<file path="config.mk">
export PLATFORM = sky130hd
export DESIGN_NAME = aes_256_sched
export DESIGN_NICKNAME = d
export VERILOG_FILES = /design/src/rtl/aes_256_sched.sv
export SDC_FILE = /design/constraint.sdc
export NUM_CORES = 2
export LEC_CHECK = 0
export BUFFER_PORTS_ARGS = -buffer_cell sky130_fd_sc_hd__clkbuf_2
export CELL_PAD_IN_SITES_DETAIL_PLACEMENT = 0
export CELL_PAD_IN_SITES_GLOBAL_PLACEMENT = 1
export CORE_MARGIN = 2
export CORE_UTILIZATION = 46
export DETAILED_ROUTE_END_ITERATION = 10
export PLACE_DENSITY = 0.86
export SLEW_MARGIN = 0
export SYNTH_ARGS = -nofsm -noshare
export SYNTH_HDL_FRONTEND = slang
export SYNTH_MEMORY_MAX_BITS = 65536
export SYNTH_SLANG_ARGS = --single-unit
</file>
<file path="constraint.sdc">
create_clock -name CLK -period 6.9 [get_ports CLK]
set_input_delay 1.035 -clock CLK [delete_from_list [all_inputs] [get_ports CLK]]
set_output_delay 1.035 -clock CLK [all_outputs]
set_load 0.005 [all_outputs]
</file>
<file path="src/rtl/aes_256_sched.sv">
// aes_256_sched: arbitrates two AES-256 requesters onto one fixed-latency external core and
// returns ciphertexts in acceptance order through a credit-protected response FIFO.
// Optional macro AES_SCHED_RR_EN selects round-robin arbitration (default: fixed priority REQ0 > REQ1).
module aes_256_sched #(
    parameter int CORE_LAT   = 30,
    parameter int FIFO_DEPTH = 32
) (
    input  logic         CLK,
    input  logic         RST,
    input  logic         REQ0_VALID,
    output logic         REQ0_READY,
    input  logic [127:0] REQ0_STATE,
    input  logic [255:0] REQ0_KEY,
    input  logic         REQ1_VALID,
    output logic         REQ1_READY,
    input  logic [127:0] REQ1_STATE,
    input  logic [255:0] REQ1_KEY,
    output logic [127:0] CORE_STATE,
    output logic [255:0] CORE_KEY,
    input  logic [127:0] CORE_OUT,
    output logic         RSP_VALID,
    input  logic         RSP_READY,
    output logic [127:0] RSP_DATA,
    output logic         RSP_ID,
    output logic [6:0]   INFLIGHT
);
    localparam int PTR_W = (FIFO_DEPTH > 1) ? $clog2(FIFO_DEPTH) : 1;
    localparam int CNT_W = PTR_W + 1;

    logic                ready_en_q, ready_en_d;
    logic [6:0]          inflight_q, inflight_d;
    logic [CORE_LAT-1:0] tag_vld_q, tag_vld_d;
    logic [CORE_LAT-1:0] tag_id_q, tag_id_d;
    logic [127:0]        core_state_q, core_state_d;
    logic [255:0]        core_key_q, core_key_d;
    logic [PTR_W-1:0]    wr_ptr_q, wr_ptr_d;
    logic [PTR_W-1:0]    rd_ptr_q, rd_ptr_d;
    logic [CNT_W-1:0]    count_q, count_d;
    logic [128:0]        fifo_mem_q [FIFO_DEPTH];
    logic                credit;
    logic                grant1;
    logic                hs;
    logic                wr;
    logic                rd;

`ifdef AES_SCHED_RR_EN
    logic last_q, last_d;

    // last_q=1 means REQ1 was granted last, so REQ0 wins the next contested cycle
    always_comb begin
        grant1 = REQ1_VALID & (~REQ0_VALID | ~last_q);
    end

    always_comb begin
        last_d = last_q;
        if (hs) begin
            last_d = grant1;
        end
    end

    always_ff @(posedge CLK) begin
        if (RST) begin
            last_q <= 1'b1;
        end else begin
            last_q <= last_d;
        end
    end
`else
    always_comb begin
        grant1 = REQ1_VALID & ~REQ0_VALID;
    end
`endif

    // Credit covers both the core pipeline and the FIFO, so a write always finds space
    always_comb begin
        credit     = inflight_q < 7'(FIFO_DEPTH);
        REQ0_READY = ready_en_q & ~RST & credit & REQ0_VALID & ~grant1;
        REQ1_READY = ready_en_q & ~RST & credit & grant1;
        hs         = REQ0_READY | REQ1_READY;
    end

    always_comb begin
        wr        = tag_vld_q[CORE_LAT-1];
        RSP_VALID = (count_q != '0) & ~RST;
        rd        = RSP_VALID & RSP_READY;
        RSP_DATA  = fifo_mem_q[rd_ptr_q][127:0];
        RSP_ID    = fifo_mem_q[rd_ptr_q][128];
    end

    always_comb begin
        ready_en_d   = 1'b1;
        inflight_d   = inflight_q + 7'(hs) - 7'(rd);
        tag_vld_d    = (tag_vld_q << 1) | CORE_LAT'(hs);
        tag_id_d     = (tag_id_q << 1) | CORE_LAT'(grant1);
        core_state_d = core_state_q;
        core_key_d   = core_key_q;
        if (hs) begin
            core_state_d = grant1 ? REQ1_STATE : REQ0_STATE;
            core_key_d   = grant1 ? REQ1_KEY : REQ0_KEY;
        end
        wr_ptr_d = wr_ptr_q + PTR_W'(wr);
        rd_ptr_d = rd_ptr_q + PTR_W'(rd);
        count_d  = count_q + CNT_W'(wr) - CNT_W'(rd);
    end

    // Clearing tag valids on reset is what keeps stale CORE_OUT values out of the FIFO
    always_ff @(posedge CLK) begin
        if (RST) begin
            ready_en_q   <= 1'b0;
            inflight_q   <= '0;
            tag_vld_q    <= '0;
            core_state_q <= '0;
            core_key_q   <= '0;
            wr_ptr_q     <= '0;
            rd_ptr_q     <= '0;
            count_q      <= '0;
        end else begin
            ready_en_q   <= ready_en_d;
            inflight_q   <= inflight_d;
            tag_vld_q    <= tag_vld_d;
            core_state_q <= core_state_d;
            core_key_q   <= core_key_d;
            wr_ptr_q     <= wr_ptr_d;
            rd_ptr_q     <= rd_ptr_d;
            count_q      <= count_d;
        end
    end

    always_ff @(posedge CLK) begin
        tag_id_q <= tag_id_d;
        if (wr) begin
            fifo_mem_q[wr_ptr_q] <= {tag_id_q[CORE_LAT-1], CORE_OUT};
        end
    end

    assign CORE_STATE = core_state_q;
    assign CORE_KEY   = core_key_q;
    assign INFLIGHT   = inflight_q;

endmodule

</file>
Yosys cells after proc, flatten, opt, wreduce, memory -nomap -nowiden
Memory sizes are Yosys's and may differ from the RTL's. A register that Yosys moved wholly into a read port is not among the register bits.
Index checks and enable logic that the tools add are counted.
{"block": "word_totals", "out_inout_bits": 523, "in_bits": 901, "reg_bits": 468, "memories": 1, "ramBits": 4128}
{"block": "classes", "n_mux": 6, "bitwise_logic": 14, "n_addsub": 6, "reduce_logical": 1, "magnitude_cmp": 1}
{"memory": "fifo_mem_q", "depth": 32, "width": 129, "rd": 1, "rd_clocked_by_memory_dff": 1, "write_ports": 1, "line": "39", "rtl": "logic [128:0] fifo_mem_q [FIFO_DEPTH];"}
{"operator": "two-way mux 256 bit", "n": 1}
{"operator": "two-way mux 128 bit", "n": 1}
{"operator": "OR 30 x 1 -> 30 bit", "n": 2}
{"operator": "adder 5 x 1 -> 5 bit", "n": 2}
{"operator": "bitwise AND 1 bit", "n": 8}
{"operator": "adder 7 x 1 -> 7 bit", "n": 1}
{"operator": "less-than comparator 7 x 6 -> 1 bit, second input constant", "n": 1}
{"operator": "subtractor 7 x 1 -> 7 bit", "n": 1}
{"operator": "adder 6 x 1 -> 6 bit", "n": 1}
{"operator": "nonzero test 6 bit", "n": 1}
{"operator": "subtractor 6 x 1 -> 6 bit", "n": 1}
{"operator": "two-way mux 5 bit", "n": 1}
{"operator": "two-way mux 1 bit", "n": 3}
{"operator": "NOT 1 bit", "n": 3}
{"operator": "OR 1 bit", "n": 1}

Longest topological paths before layout
{"block": "depth", "word_depth": 8, "ltp_mapped": 16, "depth_no_buf": 14}

Worst setup path after synthesis
No wires, ideal clock.
{"block": "synth_timing", "path_kind": "reg2reg", "start": "reg wr_ptr_q[4]", "end": "mem fifo_mem_q[19][0], enable pin", "setup_ps": 619, "arrival_time_ps": 6425, "n_path_buf": 1, "period_less_slack_ps": 7045, "setup_slack_ps": -145, "path_stages_with_launch": 4, "required_time_ps": 6281, "cell_sequence": "dfxtp_1 > clkbuf_1 > or3b_2 > nor2_1"}
{"element": "start, declared", "line": "36", "rtl": "logic [PTR_W-1:0] wr_ptr_q, wr_ptr_d;"}
{"element": "start signal, assigned", "line": "123", "rtl": "wr_ptr_q <= wr_ptr_d;"}
{"element": "end, declared", "line": "39"}
Straight into the memory's write port.

==> impl_metrics.toml <==
[layout]
final_cell_mix = "sky130_fd_sc_hd__edfxtp_1, sky130_fd_sc_hd__clkbuf_2, sky130_fd_sc_hd__nand2_1, sky130_fd_sc_hd__mux4_2, sky130_fd_sc_hd__mux2i_1"
syn_to_layout_area_delta_pct = 16.6
final_common_cell = "sky130_fd_sc_hd__edfxtp_1"
finalNetCount = 11700
post_route_cells_drive_above_1_share = 0.282
finish.utilization = 0.538
final_area_um2 = 203000
fin_cells = 16500

[place]
buffer_ports.inserted = 1423
placed_cells = 15400
dp_hpwl_um = 496000
postPlaceCellArea_um2 = 188000
gpl.final_weighted_congestion = 1.17

[global_routing]
gr-usage-all-layers = 0.386
overflow = 0
number_of_global_route_vias_before_repair = 98800
grt_first_pass_wirelength_um = 970000
grt_antenna_before_repair = 365
grt_max_degree = 257

[critical_path]
critical_path_buf_inv_count = 3
end_kind = "output pin"
worst_ep_arrival_time_ps = 5510
path_max_fanout = 58
worstSetupPathType = "reg2out"
crit_path_max_incr_delay_ps = 1110
required_ps = 5860
critical_path.top_delay_family = "buffers and inverters"
startpoint_type = "register"
critPathMostFrequentCell = "sky130_fd_sc_hd__buf_4"
timing.critical_path.cells = "buf_4 -> buf_4 -> mux2i_1 -> a22oi_1 -> nand4_1 -> nor3_1 -> clkbuf_2"
crit_path_top_delay_cell = "sky130_fd_sc_hd__dfxtp_4"

[routing]
drt_antenna_net_count = 0
wl_um = 748000
total_via_count_after_detailed_routing = 106000
avgRoutedWirePerCell_um = 45.4
drc_errors = 0
detail_route.iter0.violations = 17300
detail_route.first_pass.iterations = 6
viasPerCell = 6.43

[outcome]
outcome = "finished with violations"
violations = "capacitance limit"

[synthesis]
cell_taking_the_most_area_after_synthesis = "sky130_fd_sc_hd__edfxtp_1"
synth_nets = 10300
synth-warning-count = 0
postSynthCellCount = 9346
ys_seq_elements = 4596
synth_largest_type_area_fraction = 0.710
dominantRegCellSynth = "sky130_fd_sc_hd__edfxtp_1"
ys_seq_area_frac = 0.764
synth-edff-count = 4128
synth_cell_types = 56
post_synth_main_area_contributors = "sky130_fd_sc_hd__edfxtp_1, sky130_fd_sc_hd__mux4_2, sky130_fd_sc_hd__dfxtp_1"
syn_avg_cell_area_um2 = 18.7
postSynth.asyncResetShare = 0
mappedNetlistArea_um2 = 175000

[die]
top_level_ports = 1424
design.die.area_um2 = 384000
core_area_um2 = 378000
fp.dieH_um = 620
start_util = 0.461
die_width_um = 620
rows = 226

[run]
max_cap_violations = 2

[timing]
totalNegativeSetupSlack_ps = 0
post_route_skew_ps = 109
post_route_hold_slack_ps = 262
final_hold_viol_count = 0
timing.final.crit_share = 0.949
post-route-min-period_ps = 6550
transition_time_at_the_pin_with_the_least_slew_margin_ps = 1490
grt_setup_unrepaired = "no"
maxSlewViolCount = 0
slew_headroom = 0.00214
timing.final.setup_violations = 0
clock.fmax_mhz = 153

[clocking]
cts_root_buf = "sky130_fd_sc_hd__clkbuf_16"
clk_transition_reported_paths_ps = 70
htree_num_levels = 5
tritoncts.num_buffers = 450
holdBufCountCts = 0
max-clock-path-buffers = 4
clock_latency_ps = 980
post_cts_buffers = 0
clock_sinks = 4596
cts-resized-gates = 0
cts_tree = "done"

[pwr]
powerDensity_nw_per_um2 = 307
leakage_nw = 65.1
vdd_ir_drop_max_v = 0.000321

[hold_path]
hold_path_class = "in2reg"
registers in the layout (all words and copies together) (netlist names):
name and cells:
CORE_KEY 256, CORE_STATE 128, INFLIGHT 7, count_q 6, fifo_mem_q 4128, rd_ptr_q 5
ready_en_q 1, tag_id_q 30, tag_vld_q 30, wr_ptr_q 5
per-layer routing:
| metal | share of wire | track usage | wire [um] |
|---|---|---|---|
| met5 | 0.0015 | 0.0102 | 1130 |
| met4 | 0.066 | 0.239 | 49600 |
| met3 | 0.13 | 0.135 | 94200 |
| met2 | 0.45 | 0.557 | 333000 |
| met1 | 0.36 | 0.500 | 270000 |
final timing paths:
path	start	endpoint	slack (ps)	cells past startpoint
hold / removal	REQ0_STATE[32]	CORE_STATE[32]$_SDFFE_PP0N_	260	3
setup reg to reg	tag_vld_q[29]$_SDFF_PP0_	fifo_mem_q[25][9]$_DFFE_PP_	3110	3
hold reg to reg	tag_id_q[27]$_DFF_P_	tag_id_q[28]$_DFF_P_	280	0
setup / recovery	rd_ptr_q[1]$_SDFF_PP0_	RSP_DATA[4]	350	7
stage by stage:
step                      setup slack [ps]  power, mW
after floorplan                       -145       34.5
after global placement                1650       37.5
after detailed placement              1590       37.6
after CTS                              409       62.5
after global routing                   367       63.9
final                                  352       62.5
where the power goes:
group	switching, mW	total, mW	internal (mW)
clock network	11.1	25.3	14.2
logic	3.80	6.05	2.26
registers	0.589	31.2	30.6
total	15.5	62.5	47.1
layout make-up:
cell class / count / area (um2)
diodes: 278 / 696
repair buffers: 1619 / 9200
clock inverters: 287 / 3220
flip-flops and latches: 4596 / 133000
fillers: 28800 / 175000
multi-input cells: 4108 / 38700
inverters: 21 / 86.3
well taps: 5016 / 6280
clock buffers: 556 / 11900
cells by family (layout without fill, tap and decap cells):
kind of cell             Yosys count  after routing  synth area share
multiplexers                    1382           1382             0.129
flip-flops                      4596           4596             0.764
adder cells (fa/ha/maj)           22             22           0.00166
buffers and inverters            642           2483            0.0165
AO/OA/AOI/OAI                   1171           1171            0.0523
AND/OR/NAND/NOR                 1523           1523            0.0360
XOR/XNOR                          10             10          0.000502
other                              0            278                 0
Yosys cell counts, types with 58 or more instances:
| master | count |
|---|---|
| sky130_fd_sc_hd__a21oi_1 | 58 |
| sky130_fd_sc_hd__a22oi_1 | 349 |
| sky130_fd_sc_hd__a311oi_1 | 384 |
| sky130_fd_sc_hd__buf_1 | 65 |
| sky130_fd_sc_hd__buf_2 | 229 |
| sky130_fd_sc_hd__clkbuf_1 | 277 |
| sky130_fd_sc_hd__dfxtp_1 | 468 |
| sky130_fd_sc_hd__edfxtp_1 | 4128 |
| sky130_fd_sc_hd__mux2_2 | 113 |
| sky130_fd_sc_hd__mux2i_1 | 585 |
| sky130_fd_sc_hd__mux4_2 | 684 |
| sky130_fd_sc_hd__nand2_1 | 776 |
| sky130_fd_sc_hd__nand4_1 | 75 |
| sky130_fd_sc_hd__nor2_1 | 506 |
| sky130_fd_sc_hd__nor3_1 | 77 |
| sky130_fd_sc_hd__o22a_1 | 73 |
| sky130_fd_sc_hd__o22ai_1 | 183 |
worst register-to-register path, delay by kind of cell, from the launching register on:
family	cells	cell delay [ps]
buffers and inverters	1	860
AND/OR/NAND/NOR	2	1920
flip-flops	1	570
Note: power is estimated with default switching activity, not from simulation.
